===== config.mk =====
export PLATFORM = sky130hd
export DESIGN_NAME = mem_bus_router_flat
export DESIGN_NICKNAME = d
export VERILOG_FILES = /design/src/rtl/mem_bus_router_pkg.sv /design/src/rtl/mem_bus_router_if.sv /design/src/rtl/mem_bus_router_decode.sv /design/src/rtl/mem_bus_router.sv /design/src/flat_wrapper.sv
export SDC_FILE = /design/constraint.sdc
export NUM_CORES = 1
export LEC_CHECK = 0
export BUFFER_PORTS_ARGS = -buffer_cell sky130_fd_sc_hd__buf_4
export CAP_MARGIN = 20
export CORE_MARGIN = 2
export CORE_UTILIZATION = 25
export DETAILED_ROUTE_END_ITERATION = 8
export GPL_TIMING_DRIVEN = 0
export PLACE_DENSITY = 0.49
export SYNTH_ARGS = -nofsm -noshare
export SYNTH_HDL_FRONTEND = slang
export SYNTH_HIERARCHICAL = 1
export SYNTH_SLANG_ARGS = --single-unit
export TNS_END_PERCENT = 100

===== constraint.sdc =====
create_clock -name i_clk -period 1.7 [get_ports i_clk]
set_clock_uncertainty 0.15 [all_clocks]
set_input_delay 0.085 -clock i_clk [delete_from_list [all_inputs] [get_ports i_clk]]
set_output_delay 0.085 -clock i_clk [all_outputs]
set_load 0.005 [all_outputs]

===== src/rtl/mem_bus_router_pkg.sv =====
// Shared types and constants for the memory bus router.
// Build option: MEM_BUS_ROUTER_ERR_EN enables the decode-error response path.
package mem_bus_pkg;

  localparam int ADDR_W      = 30;
  localparam int DATA_W      = 32;
  localparam int MAX_REGIONS = 8;

  localparam logic [DATA_W-1:0] ERR_RDATA = 32'hDEAD_BEEF;

  typedef enum logic [1:0] {
    ST_IDLE = 2'd0,
    ST_REQ  = 2'd1,
    ST_RESP = 2'd2,
    ST_ERR  = 2'd3
  } state_t;

endpackage


===== src/rtl/mem_bus_router_if.sv =====
// CPU-side and slave-side bus signals of the memory bus router.
// The slave modport is the router's view; master is the environment's view.
interface mem_bus_router_if #(
  parameter int N_REGIONS = 2
);
  import mem_bus_pkg::*;

  logic                          i_valid;
  logic                          o_ready;
  logic [ADDR_W-1:0]             i_addr;
  logic [DATA_W-1:0]             i_wdata;
  logic                          i_wren;
  logic [3:0]                    i_mask;
  logic                          o_rvalid;
  logic [DATA_W-1:0]             o_rdata;
  logic                          o_err;
  logic [N_REGIONS-1:0]          o_s_valid;
  logic [N_REGIONS-1:0]          i_s_ready;
  logic [N_REGIONS*ADDR_W-1:0]   o_s_addr;
  logic [DATA_W-1:0]             o_s_wdata;
  logic                          o_s_wren;
  logic [3:0]                    o_s_mask;
  logic [N_REGIONS-1:0]          i_s_rvalid;
  logic [N_REGIONS*DATA_W-1:0]   i_s_rdata;

  modport slave (
    input  i_valid, i_addr, i_wdata, i_wren, i_mask,
    input  i_s_ready, i_s_rvalid, i_s_rdata,
    output o_ready, o_rvalid, o_rdata, o_err,
    output o_s_valid, o_s_addr, o_s_wdata, o_s_wren, o_s_mask
  );

  modport master (
    output i_valid, i_addr, i_wdata, i_wren, i_mask,
    output i_s_ready, i_s_rvalid, i_s_rdata,
    input  o_ready, o_rvalid, o_rdata, o_err,
    input  o_s_valid, o_s_addr, o_s_wdata, o_s_wren, o_s_mask
  );

endinterface


===== src/rtl/mem_bus_router_decode.sv =====
// Combinational address window decoder: one-hot hit with lowest-index
// priority and a miss flag. A zero-sized window never hits.
module mem_region_decode
  import mem_bus_pkg::*;
#(
  parameter int N_REGIONS = 2
) (
  input  logic [ADDR_W-1:0]           addr,
  input  logic [N_REGIONS*ADDR_W-1:0] bases,
  input  logic [N_REGIONS*ADDR_W-1:0] sizes,
  output logic [N_REGIONS-1:0]        hit,
  output logic                        miss
);

  logic [ADDR_W-1:0] diff;
  logic              found;

  // Offset compare on the 30-bit difference avoids base+size overflow.
  always_comb begin
    hit   = '0;
    found = 1'b0;
    diff  = '0;
    for (int k = 0; k < N_REGIONS; k++) begin
      diff = addr - bases[k*ADDR_W +: ADDR_W];
      if (!found && (addr >= bases[k*ADDR_W +: ADDR_W]) &&
          (diff < sizes[k*ADDR_W +: ADDR_W])) begin
        hit[k] = 1'b1;
        found  = 1'b1;
      end
    end
    miss = ~found;
  end

endmodule


===== src/rtl/mem_bus_router.sv =====
// Routes CPU load/store requests to one of N_REGIONS slave windows with one
// outstanding transaction and a registered response.
// Build option: MEM_BUS_ROUTER_ERR_EN -- misses report o_err with ERR_RDATA;
// without it misses complete silently with zero data.
module mem_bus_router
  import mem_bus_pkg::*;
#(
  parameter int                            N_REGIONS   = 2,
  parameter logic [N_REGIONS*ADDR_W-1:0]   REGION_BASE = {30'h0400, 30'h0000},
  parameter logic [N_REGIONS*ADDR_W-1:0]   REGION_SIZE = {30'h0100, 30'h0400}
) (
  input  logic                 i_clk,
  input  logic                 i_rst_n,
  mem_bus_router_if.slave      bus
);

`ifdef MEM_BUS_ROUTER_ERR_EN
  localparam state_t            MISS_ST    = ST_ERR;
  localparam logic [DATA_W-1:0] MISS_RDATA = ERR_RDATA;
`else
  localparam state_t            MISS_ST    = ST_IDLE;
  localparam logic [DATA_W-1:0] MISS_RDATA = '0;
`endif

  state_t                      state, state_n;
  logic                        ready_c;
  logic                        accept;
  logic                        resp_done;
  logic [N_REGIONS-1:0]        hit;
  logic                        miss;

  logic [ADDR_W-1:0]           addr_q;
  logic [DATA_W-1:0]           wdata_q;
  logic                        wren_q;
  logic [3:0]                  mask_q;
  logic [N_REGIONS-1:0]        sel_q;
  logic                        rvalid_q;
  logic [DATA_W-1:0]           rdata_q;

  logic [DATA_W-1:0]           sel_rdata;
  logic [N_REGIONS*ADDR_W-1:0] s_addr;

  mem_region_decode #(
    .N_REGIONS (N_REGIONS)
  ) u_decode (
    .addr  (bus.i_addr),
    .bases (REGION_BASE),
    .sizes (REGION_SIZE),
    .hit   (hit),
    .miss  (miss)
  );

  // State register; reset abandons any in-flight slave transaction.
  always_ff @(posedge i_clk or negedge i_rst_n) begin
    if (!i_rst_n) state <= ST_IDLE;
    else          state <= state_n;
  end

  // Next state and handshake control. ERR accepts like IDLE so the error
  // response and the next request can overlap.
  always_comb begin
    state_n   = state;
    ready_c   = 1'b0;
    accept    = 1'b0;
    resp_done = 1'b0;
    case (state)
      ST_IDLE, ST_ERR: begin
        ready_c = 1'b1;
        state_n = ST_IDLE;
        if (bus.i_valid) begin
          accept  = 1'b1;
          state_n = miss ? MISS_ST : ST_REQ;
        end
      end
      ST_REQ: begin
        if (|(bus.i_s_ready & sel_q)) begin
          if (|(bus.i_s_rvalid & sel_q)) begin
            resp_done = 1'b1;
            state_n   = ST_IDLE;
          end else begin
            state_n   = ST_RESP;
          end
        end
      end
      ST_RESP: begin
        if (|(bus.i_s_rvalid & sel_q)) begin
          resp_done = 1'b1;
          state_n   = ST_IDLE;
        end
      end
      default: state_n = ST_IDLE;
    endcase
  end

  // One-hot read-data mux from the selected slave.
  always_comb begin
    sel_rdata = '0;
    for (int k = 0; k < N_REGIONS; k++) begin
      if (sel_q[k]) sel_rdata = sel_rdata | bus.i_s_rdata[k*DATA_W +: DATA_W];
    end
  end

  // Per-slave offset address from the captured request.
  always_comb begin
    s_addr = '0;
    for (int k = 0; k < N_REGIONS; k++) begin
      s_addr[k*ADDR_W +: ADDR_W] = addr_q - REGION_BASE[k*ADDR_W +: ADDR_W];
    end
  end

  // Request capture and registered response.
  always_ff @(posedge i_clk or negedge i_rst_n) begin
    if (!i_rst_n) begin
      addr_q   <= '0;
      wdata_q  <= '0;
      wren_q   <= 1'b0;
      mask_q   <= '0;
      sel_q    <= '0;
      rvalid_q <= 1'b0;
      rdata_q  <= '0;
    end else begin
      rvalid_q <= 1'b0;
      if (accept) begin
        addr_q  <= bus.i_addr;
        wdata_q <= bus.i_wdata;
        wren_q  <= bus.i_wren;
        mask_q  <= bus.i_mask;
        sel_q   <= hit;
      end
      if (resp_done) begin
        rvalid_q <= 1'b1;
        rdata_q  <= wren_q ? '0 : sel_rdata;
      end else if (accept && miss) begin
        rvalid_q <= 1'b1;
        rdata_q  <= MISS_RDATA;
      end
    end
  end

`ifdef MEM_BUS_ROUTER_ERR_EN
  logic err_q;

  // Error flag accompanies the miss response strobe.
  always_ff @(posedge i_clk or negedge i_rst_n) begin
    if (!i_rst_n) err_q <= 1'b0;
    else          err_q <= accept & miss;
  end

  assign bus.o_err = err_q;
`else
  assign bus.o_err = 1'b0;
`endif

  assign bus.o_ready   = ready_c;
  assign bus.o_rvalid  = rvalid_q;
  assign bus.o_rdata   = rdata_q;
  assign bus.o_s_valid = (state == ST_REQ) ? sel_q : '0;
  assign bus.o_s_addr  = s_addr;
  assign bus.o_s_wdata = wdata_q;
  assign bus.o_s_wren  = wren_q;
  assign bus.o_s_mask  = mask_q;

endmodule


===== src/flat_wrapper.sv =====
// flat-port wrapper written by rule: the top's interface ports become plain ports
module mem_bus_router_flat import mem_bus_pkg::*;
#(
  parameter int                            N_REGIONS   = 2,
  parameter logic [N_REGIONS*ADDR_W-1:0]   REGION_BASE = {30'h0400, 30'h0000},
  parameter logic [N_REGIONS*ADDR_W-1:0]   REGION_SIZE = {30'h0100, 30'h0400}
)
  (i_clk, i_rst_n, bus_i_valid, bus_i_addr, bus_i_wdata, bus_i_wren, bus_i_mask, bus_i_s_ready, bus_i_s_rvalid, bus_i_s_rdata, bus_o_ready, bus_o_rvalid, bus_o_rdata, bus_o_err, bus_o_s_valid, bus_o_s_addr, bus_o_s_wdata, bus_o_s_wren, bus_o_s_mask);
  mem_bus_router_if #(.N_REGIONS(N_REGIONS)) bus_i ();
  input  logic i_clk;
  input  logic i_rst_n;
  input wire logic [$bits(bus_i.i_valid)-1:0] bus_i_valid;
  input wire logic [$bits(bus_i.i_addr)-1:0] bus_i_addr;
  input wire logic [$bits(bus_i.i_wdata)-1:0] bus_i_wdata;
  input wire logic [$bits(bus_i.i_wren)-1:0] bus_i_wren;
  input wire logic [$bits(bus_i.i_mask)-1:0] bus_i_mask;
  input wire logic [$bits(bus_i.i_s_ready)-1:0] bus_i_s_ready;
  input wire logic [$bits(bus_i.i_s_rvalid)-1:0] bus_i_s_rvalid;
  input wire logic [$bits(bus_i.i_s_rdata)-1:0] bus_i_s_rdata;
  output wire logic [$bits(bus_i.o_ready)-1:0] bus_o_ready;
  output wire logic [$bits(bus_i.o_rvalid)-1:0] bus_o_rvalid;
  output wire logic [$bits(bus_i.o_rdata)-1:0] bus_o_rdata;
  output wire logic [$bits(bus_i.o_err)-1:0] bus_o_err;
  output wire logic [$bits(bus_i.o_s_valid)-1:0] bus_o_s_valid;
  output wire logic [$bits(bus_i.o_s_addr)-1:0] bus_o_s_addr;
  output wire logic [$bits(bus_i.o_s_wdata)-1:0] bus_o_s_wdata;
  output wire logic [$bits(bus_i.o_s_wren)-1:0] bus_o_s_wren;
  output wire logic [$bits(bus_i.o_s_mask)-1:0] bus_o_s_mask;
  assign bus_i.i_valid = bus_i_valid;
  assign bus_i.i_addr = bus_i_addr;
  assign bus_i.i_wdata = bus_i_wdata;
  assign bus_i.i_wren = bus_i_wren;
  assign bus_i.i_mask = bus_i_mask;
  assign bus_i.i_s_ready = bus_i_s_ready;
  assign bus_i.i_s_rvalid = bus_i_s_rvalid;
  assign bus_i.i_s_rdata = bus_i_s_rdata;
  assign bus_o_ready = bus_i.o_ready;
  assign bus_o_rvalid = bus_i.o_rvalid;
  assign bus_o_rdata = bus_i.o_rdata;
  assign bus_o_err = bus_i.o_err;
  assign bus_o_s_valid = bus_i.o_s_valid;
  assign bus_o_s_addr = bus_i.o_s_addr;
  assign bus_o_s_wdata = bus_i.o_s_wdata;
  assign bus_o_s_wren = bus_i.o_s_wren;
  assign bus_o_s_mask = bus_i.o_s_mask;
  mem_bus_router #(.N_REGIONS(N_REGIONS), .REGION_BASE(REGION_BASE), .REGION_SIZE(REGION_SIZE)) u_core (.i_clk(i_clk), .i_rst_n(i_rst_n), .bus(bus_i));
endmodule

* After elaboration in Yosys (flattened, before gate mapping)
Index checks and enable logic that the tools add are counted.
** Storage, ports and cells
- Register bits :: 104
- Input bits :: 138
- Output and inout port bits :: 134
- Word-level logic and storage cells :: 57
** Cells by class
- $add $sub $neg :: 2
- Magnitude comparators :: 4
- Equal/unequal tests :: 5
- Muxes and demuxes :: 23
- Bitwise operators :: 4
- Reduce and logical (&&, ||, !) cells :: 11
** Operators with widths (number)
- 32-bit two-way mux :: 5
- 30-bit by 11-bit subtractor with 30-bit output, second input constant :: 2
- 32-bit OR :: 1
- 30-bit by 1-bit greater-or-equal comparator with 1-bit output, second input constant :: 1
- 30-bit by 11-bit greater-or-equal comparator with 1-bit output, second input constant :: 1
- 30-bit by 11-bit < comparator with 1-bit output, second input constant :: 1
- 30-bit by 9-bit < comparator with 1-bit output, second input constant :: 1
- 1-bit two-way mux :: 11
- 2-bit two-way mux :: 5
- 2-bit case mux with 3 select lines :: 1
- 2-bit OR reduction :: 3
- 2-bit bitwise AND :: 2
- 2-bit equality test, second input constant :: 2
- 1-bit logical AND :: 4
- 2-bit by 1-bit inequality test with 1-bit output, second input constant :: 2
- 2-bit by 1-bit equality test with 1-bit output, second input constant :: 1
- 2-bit zero test :: 1
- 1-bit case mux with 2 select lines :: 1
- 2-bit AND reduction :: 1
- 2-bit nonzero test :: 1
- 1-bit zero test :: 1
- 1-bit inverter :: 1

* Depth between registers and ports, before layout
Gate-level depths: netlist of run 1.
- Word-level depth :: 11
- Mapped depth :: 25
- Depth with buffers taken out :: 24

* Hierarchy
The synthesis of run 1 kept the hierarchy.
** By module, submodules not included
- mem_bus_router :: instances 1, cells each 409, area each 4921.0 um^2, seq. area each 2602.5 um^2
- mem_region_decode :: instances 1, cells each 666, area each 4618.2 um^2, seq. area each 0.0 um^2

* Worst setup path before layout of run 1
Ideal clock, no wire load.
- Kind :: input port to flip-flop
- Start :: input bus_i_addr[11]
- End :: register u_core.rdata_q[10], in the netlist u_core/bus.o_rdata[10]
- Setup time :: 0.079 ns
- Arrival time :: 3.849 ns
- Data required time :: 1.471 ns
- Setup slack :: -2.378 ns
- Stages :: 21
- Path buffers :: 1
- Cell sequence :: ha_1 -> nand2_1 -> nor2_1 -> nand2_1 -> or3_1 -> o21ai_2 -> a311oi_1 -> o31a_1 -> nor4bb_1 -> a311o_1 -> ha_1 -> a21o_1 -> a221o_1 -> a21oi_1 -> o21ai_0 -> a211oi_2 -> nor2_1 -> nand3_1 -> clkbuf_1 -> nand2_1 -> mux2i_1
** Between the ends
- Longest elaborated chain between the ends :: 10
- Elaborated cells between the ends (all ways) :: 14
- Those cells by class :: add/sub: 1; order compare: 4; mux: 2; bitwise: 1; reduce/logical: 6
** RTL lines
- from (decl) :: line flat_wrapper.sv:13 : input wire logic [$bits(bus_i.i_addr)-1:0] bus_i_addr;
- 30-bit by 1-bit greater-or-equal comparator with 1-bit output / 30-bit by 11-bit < comparator with 1-bit output (equally long branches) :: line mem_bus_router_decode.sv:25, mem_bus_router_decode.sv:26
- 1-bit logical AND (*) :: line mem_bus_router_decode.sv:25 : if (!found && (addr >= bases[k*ADDR_W +: ADDR_W]) &&
- 1-bit two-way mux (*)
- named net u_core.hit[0] :: line mem_bus_router.sv:29 : logic [N_REGIONS-1:0] hit;
- 1-bit zero test :: line mem_bus_router_decode.sv:25
- 1-bit logical AND (2 in a row) :: line mem_bus_router_decode.sv:25
- 1-bit two-way mux (*) :: line mem_bus_router_decode.sv:25
- 1-bit inverter (*) :: line mem_bus_router_decode.sv:31 : miss = ~found;
- named net u_core.miss :: line mem_bus_router.sv:30 : logic miss;
- 1-bit logical AND (*) :: line mem_bus_router.sv:133 : end else if (accept && miss) begin
- 2-bit nonzero test (no source line) (*)
- to (signal assigned) :: line mem_bus_router.sv:132 : rdata_q <= wren_q ? '0 : sel_rdata;
- to (decl) :: line mem_bus_router.sv:38 : logic [DATA_W-1:0] rdata_q;
The timed path passes the listed nets; every way through them passes the cells marked *.
A chain may end at the register's enable or synchronous reset.

* Worst setup path in the final report of run 1
- Start :: input bus_i_addr[5]
- End :: register u_core.rdata_q[5], in the netlist u_core/bus.o_rdata[5]
** Between the ends
- Longest elaborated chain between the ends :: 10
- Elaborated cells between the ends (all ways) :: 14
- Those cells by class :: add/sub: 1; order compare: 4; mux: 2; bitwise: 1; reduce/logical: 6
** RTL lines (line)
- branches (longest 6 deep; another with 30-bit by 11-bit subtractor with 30-bit output)
- 1-bit two-way mux (*) :: mem_bus_router_decode.sv:25
- 1-bit inverter (*) :: mem_bus_router_decode.sv:31
- named net u_core.miss :: mem_bus_router.sv:30
- 1-bit logical AND (*) :: mem_bus_router.sv:133
- 2-bit nonzero test (no source line) (*)
Mark *: on every way through the listed nets, which the timed path passes.

==> results of run 1 <==
==> kinds of logic (layout without fill, tap and decap cells) <==
logic type	count (synthesis)	in the layout	synth area share [%]
flip-flops	104	104	27.3
multiplexers	102	102	11.6
AO/OA/AOI/OAI	255	255	18.2
AND/OR/NAND/NOR	236	236	12.4
other	2	121	0.0787
buffers and inverters	185	615	7.86
XOR/XNOR	68	68	6.24
adder cells (fa/ha/maj)	123	123	16.3
==> Yosys cell counts (3+ instances only) <==
master | n | area share, %
sky130_fd_sc_hd__dfrtp_1 | 104 | 27
sky130_fd_sc_hd__o21a_1 | 7 | 0.55
sky130_fd_sc_hd__mux2i_1 | 33 | 3.5
sky130_fd_sc_hd__or3_1 | 3 | 0.20
sky130_fd_sc_hd__a31oi_1 | 4 | 0.26
sky130_fd_sc_hd__nand2b_1 | 5 | 0.33
sky130_fd_sc_hd__o21ai_0 | 38 | 2.0
sky130_fd_sc_hd__mux2_2 | 69 | 8.1
sky130_fd_sc_hd__nor2_1 | 50 | 2.0
sky130_fd_sc_hd__a21boi_0 | 4 | 0.31
sky130_fd_sc_hd__buf_4 | 14 | 1.1
sky130_fd_sc_hd__nand2_1 | 65 | 2.6
sky130_fd_sc_hd__xor2_1 | 29 | 2.7
sky130_fd_sc_hd__o31ai_1 | 5 | 0.39
sky130_fd_sc_hd__nor3_1 | 8 | 0.42
sky130_fd_sc_hd__nand3_1 | 21 | 1.1
sky130_fd_sc_hd__o21bai_1 | 8 | 0.63
sky130_fd_sc_hd__a211oi_1 | 9 | 0.71
sky130_fd_sc_hd__ha_1 | 121 | 16
sky130_fd_sc_hd__and2_1 | 4 | 0.26
sky130_fd_sc_hd__a21o_1 | 43 | 3.4
sky130_fd_sc_hd__nand4_1 | 20 | 1.3
sky130_fd_sc_hd__clkbuf_1 | 17 | 0.67
sky130_fd_sc_hd__inv_1 | 144 | 5.7
sky130_fd_sc_hd__buf_1 | 8 | 0.31
sky130_fd_sc_hd__a21oi_1 | 69 | 3.6
sky130_fd_sc_hd__and3_1 | 3 | 0.20
sky130_fd_sc_hd__nor4_1 | 5 | 0.33
sky130_fd_sc_hd__nor2b_1 | 8 | 0.52
sky130_fd_sc_hd__xnor2_1 | 39 | 3.6
sky130_fd_sc_hd__a22oi_1 | 34 | 2.7
sky130_fd_sc_hd__or2_2 | 33 | 2.2
sky130_fd_sc_hd__o211ai_1 | 5 | 0.39
sky130_fd_sc_hd__a221o_1 | 3 | 0.31
==> flip-flops by register name, indices dropped and copies added, names as in the netlist <==
signal / count
u_core/addr_q: 30
u_core/bus.o_rdata: 32
u_core/bus.o_rvalid: 1
u_core/bus.o_s_mask: 4
u_core/bus.o_s_wdata: 32
u_core/bus.o_s_wren: 1
u_core/sel_q: 2
u_core/state: 2
==> power by group through the flow <==
stage          sequential [uW]  combinational, uW  clock [uW]
2_1_floorplan             3230               2960           0
3_5_place_dp              3290               5020           0
6_report                  3240               6450        2280
3_3_place_gp              3270               4970           0
4_1_cts                   3250               6220        2380
5_1_grt                   3300               7060        2470
==> path summary, 6_finish.rpt <==
kind	end	slack (ns)	cells after the start
setup reg to reg	u_core/bus.o_rdata[20]	-0.36	6
min in group asynchronous	u_core/bus.o_s_wdata[13]	0.03	2
setup / recovery	u_core/bus.o_rdata[5]	-2.25	23
hold / removal	u_core/bus.o_rdata[16]	0.02	4
max in group asynchronous	u_core/addr_q[25]	0.63	3
hold reg to reg	u_core/bus.o_s_wdata[9]	0.36	1
==> what timing repair did <==
item,CTS,global route
hold buffers,71,2
resized for setup,195,59
pin swaps,62,33
cloned,5,0
buffers inserted,56,16
setup endpoints to repair,122,124
hold endpoints to repair,174,2
==> worst max-delay path: cells and delay by family <==
kind                       cells  cell delay, ns
buffers and inverters          2            0.33
AOI/OAI and AO/OA             11            2.24
xor gates and xnor gates       1            0.09
adders and majority gates      2            0.46
muxes                          1            0.06
and+or+nand+nor                6            0.79
==> per-stage QoR <==
stage / setup WS, ns / power, uW / TNS, ns / instance area, um2 / instances
global route: -2.54 / 12800 / -110.66 / 15700 / 2135
global placement: -3.28 / 8230 / -137.87 / 12900 / 1975
detailed placement: -3.28 / 8300 / -138.06 / 12900 / 1976
floorplan: -2.08 / 6190 / -73.70 / 10200 / 1194
finish: -2.25 / 12000 / -95.38 / 15700 / 2135
CTS: -2.28 / 11800 / -98.17 / 15300 / 2121
==> routing by layer <==
layer,up-vias,part of all wire (%)
met5,-,0
met3,22,4.8
met1,4314,44
li1,4729,-
met4,0,1.6
met2,196,49
==> area by class of cell <==
cell class,count,area (um2)
plain buffers,39,387
clock buffers,10,239
clock inverters,5,63.8
fillers,3726,21900
inverters,144,543
multi-input cells,905,7650
flip-flops and latches,104,2620
well taps,511,639
repair buffers,417,3540
==> results by stage, run 1 <==
Floorplanning:
- Row generation in the floorplan step produced 71 rows.
- The die span in y is 199 um.
- Once the floorplan was initialized, standard cells occupied 25.4% of the core.
- The width of the die is 199 um.
- The total die area is 39,700 um2.
- The placeable core region is 37,600 um2.
- The top-level port count is 272.

Logic synthesis:
- Of the synthesized area, sequential elements account for 27.3%.
- The leading register cell type out of synthesis is sky130_fd_sc_hd__dfrtp_1.
- Of all flip-flops after synthesis, the portion carrying an async set or reset was 100%.
- The average cell area after synthesis is 8.87 um2.
- The mapped netlist covers 9540 um2.
- The cell count after synthesis is 1,075.
- The number of different library cells used by synthesis comes to 64.
- Synthesis inferred 104 register bits.
- The number of flops mapped to enable cells by yosys is 0.
- Yosys printed 6 warnings.

Critical path:
- The sort of element at the start of the critical path is an input pin.
- For the worst setup path, the data arrival time is 4.06 ns.
- The required time at the endpoint of the critical path is 1.81 ns.
- The worst setup path is captured at a flop.
- The signal on the critical path passes through buf_6 > ha_4 > a211oi_2 > nor2_1 > o31a_1 > a221oi_4 > a21oi_4 > a221oi_4 > o21ai_2 > a21oi_2 > xnor2_1 > ha_1 > nand4_1 > nor2_2 > o21ai_1 > a41o_1 > a21oi_2 > a211oi_4 > nor2_4 > nand3_4 > clkbuf_16 > nand2_2 > mux2i_1.
- The highest cell delay on the worst timing path is 0.42 ns.
- The launch point of the worst path is bus_i_addr[5].
- In this run the critical register-to-register path is launched from u_core/sel_q[1].
- The slowest stage of the critical path is the sky130_fd_sc_hd__a221oi_4 cell.
- The top fanout value on the critical path is 8.
- The worst setup path is of the in -> reg kind.

Power:
- For this design the ratio of total power to cell area is 763 nW/um2.
- The cell-internal power is 7620 uW.
- VDD sags by at most 0.000432 V.
- Sequential cells burn 27.1% of the power.
- The net switching component of the power is 4360 uW.
- The analysis attributes to cell leakage a power of 0.00713 uW.
- The net switching share of the total power is 36.4%.
- The clock network is responsible for 19.0% of the overall power.
- The combinational group share of total power is 53.9%.

Clock tree:
- The total clock buffers created by CTS is 9.
- The cell at the root of the clock tree is sky130_fd_sc_hd__clkbuf_16.
- The clock tree from TritonCTS is yes.
- The clock tree synthesis step divided the H-tree into 3 levels.
- The clock edge transition at the registers on the reported setup and hold paths is 0.07 ns.
- At the later pin of the worst-skew pair, clock insertion delay measures 0.38 ns.
- CTS saw 104 sinks.
- The maximum clock insertion buffer count is 2.

GRT:
- For this run, global-route usage on met2 was measured as 28.8%.
- For this run, the total global-route usage over all layers was measured as 16.0%.
- The largest net degree at the start of global routing is 73.
- For met1 alone, demand over resource in global routing was 19.5%.
- For this run the aggregate overflow at the end of global routing stands at 0.
- In this run the most used layer during global routing was met2.
- Global routing consumed, on the met3 layer, 2.30% of the routing resources.
- The wire length of the first global-routing pass is 49.2 mm.
- The initial antenna violation count is 0.
- The via count of the first global-routing pass is 9,267.

Hold path:
- The launch point of the worst hold path is bus_i_s_rdata[48].
- The type of the tightest min-delay check is in -> reg.

Layout:
- After the last flow step, the layout net total stands at 1,881.
- The number of antenna cells inserted is 0.
- Leaving out fill and tap cells, the most frequent cell in the layout is sky130_fd_sc_hd__buf_4.
- Cells with a size suffix above 1 make up 39.0% of the layout.
- In the layout the commonest cells are 325 x sky130_fd_sc_hd__buf_4, 140 x sky130_fd_sc_hd__inv_1, 121 x sky130_fd_sc_hd__conb_1.
- The final cell utilization of the core is 41.7%.
- The area growth from synthesis to layout is 64.4%.

STA:
- The final worst-path setup slack is -2.25 ns.
- For the pin with the worst max-slew slack, the measured transition is 0.735 ns.
- The count of final max-slew check failures is 0.
- The number of hold violations in the final report is 0.
- The final period demand of the worst path is 3.95 ns.
- The worst slack on hold paths is 0.0151 ns.
- Setup repair after global routing could not meet its margin everywhere.
- The remaining max-slew budget at the tightest pin is 49.8%.
- The number of endpoints failing setup at the final stage is 120.
- The final critical path takes up 232% of the cycle.
- Based on the critical path, the design can be clocked at up to 253 MHz.

Detailed routing:
- After detailed routing, the average wire length per cell comes to 15.1 um.
- The via count is 9,261.
- The number of nets with antenna violations after detailed routing is 0.
- After detailed routing, the number of vias per cell comes to 4.34.
- The pre-antenna-repair detailed-routing pass consisted of 4 iterations.
- Wires add up to 32.2 mm.
- After the first detailed-routing iteration, the DRC count stood at 362.
- The detailed-route DRC error count is 0.

Place:
- Port buffering added 270 buffers.
- The final weighted congestion in routability-driven placement is 0.878.
- The placed wire-length estimate after detailed placement is 24.3 mm.

Run status:
- The flow ran to the end, but the final reports show violations.
- The final reports fail on negative setup slack.

Run:
- The tool flagged a number of max-cap violations equal to 0.
(Power assumes the default switching activity.)
==> run 2: changes to the inputs <==
--- a/config.mk
+++ b/config.mk
@@ -8,12 +8,11 @@
 export BUFFER_PORTS_ARGS = -buffer_cell sky130_fd_sc_hd__buf_4
 export CAP_MARGIN = 20
 export CORE_MARGIN = 2
-export CORE_UTILIZATION = 25
+export CORE_UTILIZATION = 40
 export DETAILED_ROUTE_END_ITERATION = 8
 export GPL_TIMING_DRIVEN = 0
-export PLACE_DENSITY = 0.49
+export PLACE_DENSITY = 0.8
 export SYNTH_ARGS = -nofsm -noshare
 export SYNTH_HDL_FRONTEND = slang
-export SYNTH_HIERARCHICAL = 1
 export SYNTH_SLANG_ARGS = --single-unit
 export TNS_END_PERCENT = 100
==> constraint.sdc (replaced) <==
create_clock -name i_clk -period 3.49 [get_ports i_clk]
set_clock_uncertainty 0.15 [all_clocks]
set_input_delay 0.1745 -clock i_clk [delete_from_list [all_inputs] [get_ports i_clk]]
set_output_delay 0.1745 -clock i_clk [all_outputs]
set_load 0.005 [all_outputs]
==> results by stage, run 2 <==
Run status:
- Status: finished clean (was finished with violations).

STA:
- The final period demand of the worst path is 3.01 ns.
- The count of final max-slew check failures is 0 (unchanged).
- Derived from the worst setup path, the maximum achievable clock frequency is 333 MHz.
- The number of hold violations in the final report is 0 (unchanged).
- The final worst-path setup slack is 0.483 ns (was -2.25 ns).
- The remaining max-slew budget at the tightest pin is 54.8% (was 49.8%).
- The worst-margin pin slew is 0.678 ns (was 0.735 ns).
- The final sum of negative setup slack was 0 ns (was -95.38 ns).
- The final period utilization is 86.1%.
- The number of endpoints failing setup at the final stage is 0 (was 120).
- Unrepaired setup endpoints after global routing: no (was yes).

Detailed routing:
- The detailed-route DRC error count is 0 (unchanged).
- The number of nets with antenna violations after detailed routing came to 0 (unchanged).
- The post-detailed-routing wire length is 16.8 mm (was 32.2 mm).
- The per-cell routed wire length is 18.0 um (was 15.1 um).
- The number of detailed-route iterations in the first pass is 4 (unchanged).
- The detailed-route vias per instance is 5.20 (was 4.34).
- The detailed router's first-iteration violation count is 255 (was 362).
- The via count was 4,851 (was 9,261).

Layout:
- The number of filler instances in the final layout is 829 (was 3,726).
- The most common cell after layout, fill and taps aside is sky130_fd_sc_hd__buf_4 (unchanged).
- The area growth from synthesis to layout is 69.3% (was 64.4%).
- The fraction of layout cells with a size suffix above 1 is 48.0% (was 39.0%).
- Highest-count cells in the layout ignoring fill and taps: 281 x sky130_fd_sc_hd__buf_4, 104 x sky130_fd_sc_hd__dfrtp_1, 80 x sky130_fd_sc_hd__dlygate4sd3_1 (was 325 x sky130_fd_sc_hd__buf_4, 140 x sky130_fd_sc_hd__inv_1, 121 x sky130_fd_sc_hd__conb_1).
- The area occupied by multi-input gates is 1990 um2 (was 7650 um2).
- The count of nets after finishing is 920 (was 1,881).
- The area taken by flip-flops and latches is 2600 um2 (was 2620 um2).

Place:
- The placed wire-length estimate after detailed placement is 11.4 mm (was 24.3 mm).
- The final weighted congestion in routability-driven placement is 0.850 (was 0.878).
- The total of buffers placed on input and output ports came to 270 (unchanged).
- The setup slack at placement is 0.829 ns (was -3.28 ns).

Logic synthesis:
- The Yosys warning count is 0 (was 6).
- The cell count after synthesis came to 417 (was 1,075).
- The share of the synthesized area in the top cell type is 54.0% (was 27.3%).
- The area of the mapped netlist is 4820 um2 (was 9540 um2).
- The cell type with the largest total area after synthesis is sky130_fd_sc_hd__dfrtp_1 (unchanged).
- The count of state elements after synthesis was 104 (unchanged).
- The number of library cell types mapped by synthesis came to 36 (was 64).
- The leading register cell type out of synthesis is sky130_fd_sc_hd__dfrtp_1 (unchanged).
- The cell with the most instances after synthesis is sky130_fd_sc_hd__dfrtp_1 (was sky130_fd_sc_hd__inv_1).
- The register area share after synthesis came to 54.0% (was 27.3%).
- Ranking of synthesized cells by area: sky130_fd_sc_hd__dfrtp_1 54%, sky130_fd_sc_hd__mux2_2 16%, sky130_fd_sc_hd__a22oi_1 5.1% (was sky130_fd_sc_hd__dfrtp_1 27%, sky130_fd_sc_hd__ha_1 16%, sky130_fd_sc_hd__mux2_2 8.1%).
- The number of flops mapped to enable cells by yosys was 0 (unchanged).
- Top cell types by occurrence after synthesis: 104 x sky130_fd_sc_hd__dfrtp_1, 67 x sky130_fd_sc_hd__mux2_2, 43 x sky130_fd_sc_hd__nand2_1 (was 144 x sky130_fd_sc_hd__inv_1, 121 x sky130_fd_sc_hd__ha_1, 104 x sky130_fd_sc_hd__dfrtp_1).
- The average cell area after synthesis was 11.6 um2 (was 8.87 um2).
- The net count after synthesis is 558.
- The share of async-settable or async-resettable flops after synthesis came to 100% (unchanged).

Floorplanning:
- The placeable core region was 11,900 um2 (was 37,600 um2).
- The die span in y is 114 um (was 199 um).
- The total die area is 12,900 um2 (was 39,700 um2).
- The number of placement rows is 40 (was 71).
- The top-level port count is 272 (unchanged).
- The width of the die is 114 um (was 199 um).
- The initial standard-cell utilization of the core is 40.6% (was 25.4%).

Critical path:
- The required time at the endpoint of the critical path was 3.17 ns (was 1.81 ns).
- The sort of element at the start of the critical path is a flop (was input pin).
- The endpoint kind of the worst setup timing path is a primary output (was flop).
- The arrival time at the worst endpoint is 2.68 ns (was 4.06 ns).
- The top fanout value on the critical path is 4 (was 8).
- The critical path class is reg -> out (was in -> reg).

Clock tree:
- The clock edge transition at the registers on the reported setup and hold paths is 0.07 ns (about the same).
- The number of sinks on the clock net is 104 (unchanged).
- The post-CTS setup buffer count is 0 (was 56).
- The latest clock arrival within the worst-skew pair is 0.34 ns (was 0.38 ns).
- The cell at the root of the clock tree is sky130_fd_sc_hd__clkbuf_16 (unchanged).
- The clock tree from TritonCTS is yes (unchanged).
- The maximum level of the CTS H-tree was 3 (unchanged).
- The maximum clock insertion buffer count is 2 (unchanged).
- The total clock buffers created by CTS was 9 (unchanged).

Power:
- The cell-internal power is 1930 uW (was 7620 uW).
- The leakage component of the power is 0.00419 uW (was 0.00713 uW).
- The combinational group share of total power is 10.0% (was 53.9%).
- The net switching share of the total power is 22.0% (was 36.4%).
- The power density over the cells is 303 nW/um2 (was 763 nW/um2).
- The highest ir drop seen on vdd is 0.000240 V (was 0.000432 V).
- The proportion of power drawn by the clock network came to 41.3% (was 19.0%).
- The share of total power in sequential cells came to 48.7% (was 27.1%).
- The net switching component of the power came to 543 uW (was 4360 uW).

Hold path:
- The type of the tightest min-delay check is in -> reg (unchanged).

GRT:
- The via count of the first global-routing pass is 5,098 (was 9,267).
- The wire length of the first global-routing pass is 25.9 mm (was 49.2 mm).
- The largest net degree at the start of global routing was 56 (was 73).
- The aggregate global-route resource usage is 25.6% (was 16.0%).
- The initial antenna violation count is 1 (was 0).
- The global route total overflow came to 0 (unchanged).

Run:
- The count of max-cap constraint violations is 0 (unchanged).
==> run 2: cell types whose count changed after synthesis, moves of 33 or more <==
cell                      delta
sky130_fd_sc_hd__a21oi_1    -67
sky130_fd_sc_hd__a21o_1     -42
sky130_fd_sc_hd__o21ai_0    -34
sky130_fd_sc_hd__mux2i_1    -33
sky130_fd_sc_hd__ha_1      -118
sky130_fd_sc_hd__inv_1     -136
sky130_fd_sc_hd__nor2_1     -40
==> run 2: power by group through the flow <==
| stage | clock, uW | sequential, uW | combinational, uW |
|---|---|---|---|
| detailed placement | 0 | 1230 | 170 |
| global placement | 0 | 1230 | 160 |
| finish | 1020 | 1200 | 247 |
| global route | 1090 | 1200 | 264 |
| CTS | 1040 | 1200 | 243 |
| floorplan | 0 | 1230 | 11.8 |
==> run 2: repair_timing <==
action / CTS / global route
resized for setup: 0 / 0
hold buffers: 80 / 0
hold endpoints to repair: 128 / 0
==> run 2: worst paths after layout <==
kind | start | end | slack, ns | cells past startpoint
worst max-delay path | u_core.addr_q[22] | bus_o_s_addr[59] | 0.48 | 6
worst min register to register | u_core.bus.o_s_wdata[18] | u_core.bus.o_s_wdata[18] | 0.36 | 1
max in group asynchronous | i_rst_n | u_core.bus.o_s_wdata[16] | 2.22 | 3
worst min-delay path | bus_i_s_rdata[38] | u_core.bus.o_rdata[6] | 0.005 | 3
min in group asynchronous | i_rst_n | u_core.bus.o_rdata[5] | 0.26 | 2
worst max register to register | u_core.sel_q[0] | u_core.bus.o_rdata[13] | 0.88 | 9
==> run 2: metrics by stage <==
step                      instances  cell area (um2)  power [uW]  hold slack, ns  utilization [%]
after global routing            932             8160        2550          0.0152             68.8
after CTS                       931             8160        2490        0.000306             68.8
final                           932             8160        2470         0.00459             68.8
after floorplan                 417             4820        1240          -0.271                -
after detailed placement        835             7060        1400          0.0885             59.5
after global placement          834             7030        1390           0.256             59.3
==> run 2: logic make-up (layout without fill, tap and decap cells) <==
| kind of cell | count (synthesis) | after routing | synth area share [%] |
|---|---|---|---|
| AO/OA/AOI/OAI | 80 | 80 | 11.4 |
| XOR/XNOR | 20 | 20 | 3.63 |
| multiplexers | 67 | 67 | 15.7 |
| other | 1 | 2 | 0.0778 |
| flip-flops | 104 | 104 | 54.0 |
| AND/OR/NAND/NOR | 95 | 95 | 9.73 |
| adder cells (fa/ha/maj) | 3 | 3 | 0.779 |
| buffers and inverters | 47 | 414 | 4.67 |
==> run 2: worst max-delay path: stages (launching register included) <==
cell,delay (ns)
sky130_fd_sc_hd__dfrtp_1,0.42
sky130_fd_sc_hd__or4_1,0.63
sky130_fd_sc_hd__or4_1,0.50
sky130_fd_sc_hd__nor3_1,0.34
sky130_fd_sc_hd__nand2_1,0.14
sky130_fd_sc_hd__xnor2_1,0.17
sky130_fd_sc_hd__buf_4,0.14
==> run 2: cell type report <==
| type | count | share of cell area (%) |
|---|---|---|
| Sequential cell | 104 | 31.9 |
| Clock inverter | 6 | 0.828 |
| Timing Repair Buffer | 351 | 35.0 |
| Multi-Input combinational cell | 266 | 24.4 |
| Clock buffer | 10 | 2.81 |
| Antenna cell | 1 | 0.0307 |
| Buffer | 39 | 2.39 |
| Tap cell | 147 | 2.25 |
| Inverter | 8 | 0.368 |
==> run 2: per-layer routing <==
| metal | GRT usage, % | part of all wire [%] | vias to the layer above |
|---|---|---|---|
| met2 | 47.9 | 54 | 240 |
| met1 | 28.5 | 37 | 2353 |
| met5 | 0 | 0 | - |
| met3 | 5.37 | 6.9 | 30 |
| li1 | - | - | 2228 |
| met4 | 9.92 | 1.9 | 0 |
==> run 3: changes to the inputs <==
--- a/config.mk
+++ b/config.mk
@@ -5,10 +5,11 @@
 export SDC_FILE = /design/constraint.sdc
 export NUM_CORES = 1
 export LEC_CHECK = 0
+export ABC_AREA = 1
 export BUFFER_PORTS_ARGS = -buffer_cell sky130_fd_sc_hd__buf_4
 export CAP_MARGIN = 20
 export CORE_MARGIN = 2
-export CORE_UTILIZATION = 40
+export CORE_UTILIZATION = 42
 export DETAILED_ROUTE_END_ITERATION = 8
 export GPL_TIMING_DRIVEN = 0
 export PLACE_DENSITY = 0.8
==> results by stage, run 3 <==
Logic synthesis:
- The cell with the most instances after synthesis is sky130_fd_sc_hd__nand2_1 (was sky130_fd_sc_hd__dfrtp_1).
- The net count after synthesis is 814 (was 558).
- The share of async-settable or async-resettable flops after synthesis is 100% (unchanged).
- Ranking of synthesized cells by area: sky130_fd_sc_hd__dfrtp_1 48%, sky130_fd_sc_hd__nand2_1 20%, sky130_fd_sc_hd__nand3_2 5.8% (was sky130_fd_sc_hd__dfrtp_1 54%, sky130_fd_sc_hd__mux2_2 16%, sky130_fd_sc_hd__a22oi_1 5.1%).
- The share of the synthesized area in the top cell type is 47.5% (was 54.0%).
- The number of library cell types mapped by synthesis is 34 (was 36).
- The number of flops mapped to enable cells by yosys is 0 (unchanged).
- The Yosys warning count is 0 (unchanged).
- The leading register cell type out of synthesis is sky130_fd_sc_hd__dfrtp_1 (unchanged).
- The cell count after synthesis was 673 (was 417).
- The count of state elements after synthesis was 104 (unchanged).
- The average cell area after synthesis is 8.14 um2 (was 11.6 um2).
- The register area share after synthesis was 47.5% (was 54.0%).
- Top cell types by occurrence after synthesis: 297 x sky130_fd_sc_hd__nand2_1, 104 x sky130_fd_sc_hd__dfrtp_1, 38 x sky130_fd_sc_hd__nor2_1 (was 104 x sky130_fd_sc_hd__dfrtp_1, 67 x sky130_fd_sc_hd__mux2_2, 43 x sky130_fd_sc_hd__nand2_1).
- The cell type with the largest total area after synthesis is sky130_fd_sc_hd__dfrtp_1 (unchanged).
- The area of the mapped netlist is 5480 um2 (was 4820 um2).

Layout:
- The fraction of layout cells with a size suffix above 1 is 34.1% (was 48.0%).
- The number of filler instances in the final layout is 996 (was 829).
- The final cell utilization of the core came to 69.0% (was 68.8%).
- Highest-count cells in the layout ignoring fill and taps: 297 x sky130_fd_sc_hd__nand2_1, 282 x sky130_fd_sc_hd__buf_4, 104 x sky130_fd_sc_hd__dfrtp_1 (was 281 x sky130_fd_sc_hd__buf_4, 104 x sky130_fd_sc_hd__dfrtp_1, 80 x sky130_fd_sc_hd__dlygate4sd3_1).
- The most common cell after layout, fill and taps aside is sky130_fd_sc_hd__nand2_1 (was sky130_fd_sc_hd__buf_4).
- The area growth from synthesis to layout is 59.7% (was 69.3%).
- The count of nets after finishing is 1,162 (was 920).
- The number of standard cells in the layout, taps in and fillers out is 1,199 (was 932).

Detailed routing:
- The post-detailed-routing wire length is 18.0 mm (was 16.8 mm).
- The number of detailed-route iterations in the first pass came to 5 (was 4).
- The detailed router's first-iteration violation count came to 281 (was 255).
- The detailed-route vias per instance is 4.80 (was 5.20).
- The per-cell routed wire length was 15.0 um (was 18.0 um).
- The detailed-route DRC error count came to 0 (unchanged).
- The number of nets with antenna violations after detailed routing is 0 (unchanged).
- The via count was 5,755 (was 4,851).

Critical path:
- The dominant delay contributor by cell family on the critical path was simple AND/OR/NAND/NOR gates (unchanged).
- The register-to-register path setup slack is 1.21 ns (was 0.88 ns).
- The critical path class is reg -> out (unchanged).
- Sequence of cells on the critical path: inv_1 > ha_1 > inv_1 > or2_1 > nor2_1 > inv_1 > nor2_1 > inv_1 > nor2_1 > inv_1 > or2_1 > o31ai_1 > nand2_1 > buf_4 (was or4_1 > or4_1 > nor3_1 > nand2_1 > xnor2_1 > buf_4).
- The highest cell delay on the worst timing path came to 0.47 ns (was 0.63 ns).
- The top fanout value on the critical path is 5 (was 4).
- The cell repeated most along the worst path is sky130_fd_sc_hd__inv_1 (was sky130_fd_sc_hd__or4_1).
- The cell with the biggest individual delay on the critical path is sky130_fd_sc_hd__dfrtp_1 (was sky130_fd_sc_hd__or4_1).
- The arrival time at the worst endpoint came to 2.80 ns (was 2.68 ns).
- The endpoint kind of the worst setup timing path is a primary output (unchanged).
- The required time at the endpoint of the critical path is 3.17 ns (about the same).
- The combined buffer and inverter count along the critical path is 6 (was 1).
- The sort of element at the start of the critical path is a flop (unchanged).

STA:
- The final sum of negative setup slack is 0 ns (unchanged).
- The remaining max-slew budget at the tightest pin came to 64.6% (was 54.8%).
- The final worst-path setup slack is 0.365 ns (was 0.483 ns).
- The final period utilization was 89.5% (was 86.1%).
- The worst slack on hold paths is 0.00488 ns (was 0.00459 ns).
- The final period demand of the worst path is 3.12 ns (was 3.01 ns).
- The number of endpoints failing setup at the final stage is 0 (unchanged).
- The worst-margin pin slew was 0.531 ns (was 0.678 ns).
- The count of final max-slew check failures is 0 (unchanged).
- Unrepaired setup endpoints after global routing: no (unchanged).
- The number of hold violations in the final report came to 0 (unchanged).
- The top achievable clock speed is 320 MHz (was 333 MHz).

Clock tree:
- The clock edge transition at the registers on the reported setup and hold paths is 0.07 ns (about the same).
- The maximum level of the CTS H-tree is 3 (unchanged).
- The post-cts sizing count is 0 (unchanged).
- The number of sinks on the clock net is 104 (unchanged).
- The cell at the root of the clock tree is sky130_fd_sc_hd__clkbuf_16 (unchanged).
- The latest clock arrival within the worst-skew pair was 0.34 ns (about the same).
- The maximum clock insertion buffer count was 2 (unchanged).
- The clock tree from TritonCTS was yes (unchanged).
- The total clock buffers created by CTS is 9 (unchanged).

Floorplanning:
- The initial standard-cell utilization of the core was 43.2% (was 40.6%).
- The number of placement rows is 41 (was 40).
- The die span in y is 118 um (was 114 um).
- The placeable core region is 12,700 um2 (was 11,900 um2).
- The width of the die is 118 um (was 114 um).
- The top-level port count is 272 (unchanged).
- The total die area was 14,000 um2 (was 12,900 um2).

Place:
- The final weighted congestion in routability-driven placement is 0.854 (was 0.850).
- The setup slack at placement is 0.777 ns (was 0.829 ns).
- The total of buffers placed on input and output ports was 270 (unchanged).
- The placed wire-length estimate after detailed placement is 13.0 mm (was 11.4 mm).
- The number of placed instances with taps included was 1,116 (was 835).

Power:
- The combinational group share of total power was 9.7% (was 10.0%).
- The leakage component of the power was 0.00493 uW (was 0.00419 uW).
- The share of total power in sequential cells is 46.5% (was 48.7%).
- The proportion of power drawn by the clock network came to 43.7% (was 41.3%).
- The net switching share of the total power came to 21.9% (was 22.0%).
- The power density over the cells is 296 nW/um2 (was 303 nW/um2).
- The net switching component of the power is 565 uW (was 543 uW).
- The highest ir drop seen on vdd came to 0.000187 V (was 0.000240 V).
- The cell-internal power came to 2020 uW (was 1930 uW).

Run:
- The count of max-cap constraint violations is 0 (unchanged).

GRT:
- The wire length of the first global-routing pass is 28.7 mm (was 25.9 mm).
- The aggregate global-route resource usage is 25.7% (was 25.6%).
- The initial antenna violation count is 0 (was 1).
- The largest net degree at the start of global routing is 71 (was 56).
- The global route total overflow is 0 (unchanged).
- The via count of the first global-routing pass is 5,775 (was 5,098).

Run status:
- Status: finished clean (unchanged).

Hold path:
- The type of the tightest min-delay check is in -> reg (unchanged).
## run 3: cell types whose count changed after synthesis, sizes merged, moves of 19 or more
| cell | delta |
|---|---|
| inv | +29 |
| nand3 | +45 |
| o21ai | +19 |
| a22oi | -33 |
| o22ai | -31 |
| mux2 | -67 |
| nor2 | +35 |
| a22o | +33 |
| nand2 | +256 |
## run 3: tightest hold or removal path: stages
cell                      delay, ns
sky130_fd_sc_hd__buf_4         0.12
sky130_fd_sc_hd__inv_1         0.06
sky130_fd_sc_hd__o21ai_0       0.08
## run 3: routing by layer
metal	GRT usage [%]	up-vias	routed length, um
met5	0	-	0
met3	4.83	34	987
met2	45.7	203	9260
met4	9.41	0	442
li1	-	2834	-
met1	30.8	2684	7320
## run 3: cell families (layout without fill, tap and decap cells)
kind of cell | count (synthesis) | after routing | share of synthesized area (%)
xor+xnor | 13 | 13 | 2.08
compound gates | 65 | 65 | 8.47
buf+inv | 81 | 434 | 7.83
other cells | 1 | 2 | 0.0685
simple gates | 406 | 406 | 33.3
flops | 104 | 104 | 47.5
fa+ha+maj | 3 | 3 | 0.685
## run 3: power groups by stage
stage,sequential (uW),clock (uW),combinational (uW)
final,1200,1130,251
after global routing,1200,1200,272
after CTS,1200,1150,249
after detailed placement,1230,0,190
after global placement,1230,0,183
after floorplan,1230,0,28.0
## run 3: path summary, 6_finish.rpt
path | startpoint | depth (start not counted) | to
max | u_core.addr_q[10] | 14 | bus_o_s_addr[52]
min | bus_i_addr[29] | 3 | u_core.addr_q[29]
max reg2reg | u_core.state[0] | 8 | u_core.addr_q[6]
min reg2reg | u_core.bus.o_s_wdata[14] | 2 | u_core.bus.o_s_wdata[14]
max in group asynchronous | i_rst_n | 3 | u_core.addr_q[29]
min in group asynchronous | i_rst_n | 2 | u_core.bus.o_rdata[10]
## run 3: cell type report
class | count | area (um2) | share of cell area [%]
timing repair buffer | 337 | 2720 | 31.0
sequential | 104 | 2600 | 29.8
multi-input combinational | 488 | 2450 | 28.0
buffer | 44 | 290 | 3.32
clock buffer | 10 | 239 | 2.73
tap | 172 | 215 | 2.46
inverter | 37 | 139 | 1.59
clock inverter | 6 | 97.6 | 1.12
antenna | 1 | 2.50 | 0.0286
## run 3: timing repair
item                       in CTS  in global routing
buffers inserted                0                  0
setup endpoints to repair       0                  0
hold buffers                   66                  0
hold endpoints to repair       97                  0
## run 3: per-stage QoR
step | area (um2) | total power [uW]
final | 8750 | 2590
after global routing | 8740 | 2680
after CTS | 8740 | 2600
after detailed placement | 7750 | 1420
after global placement | 7720 | 1410
after floorplan | 5480 | 1260
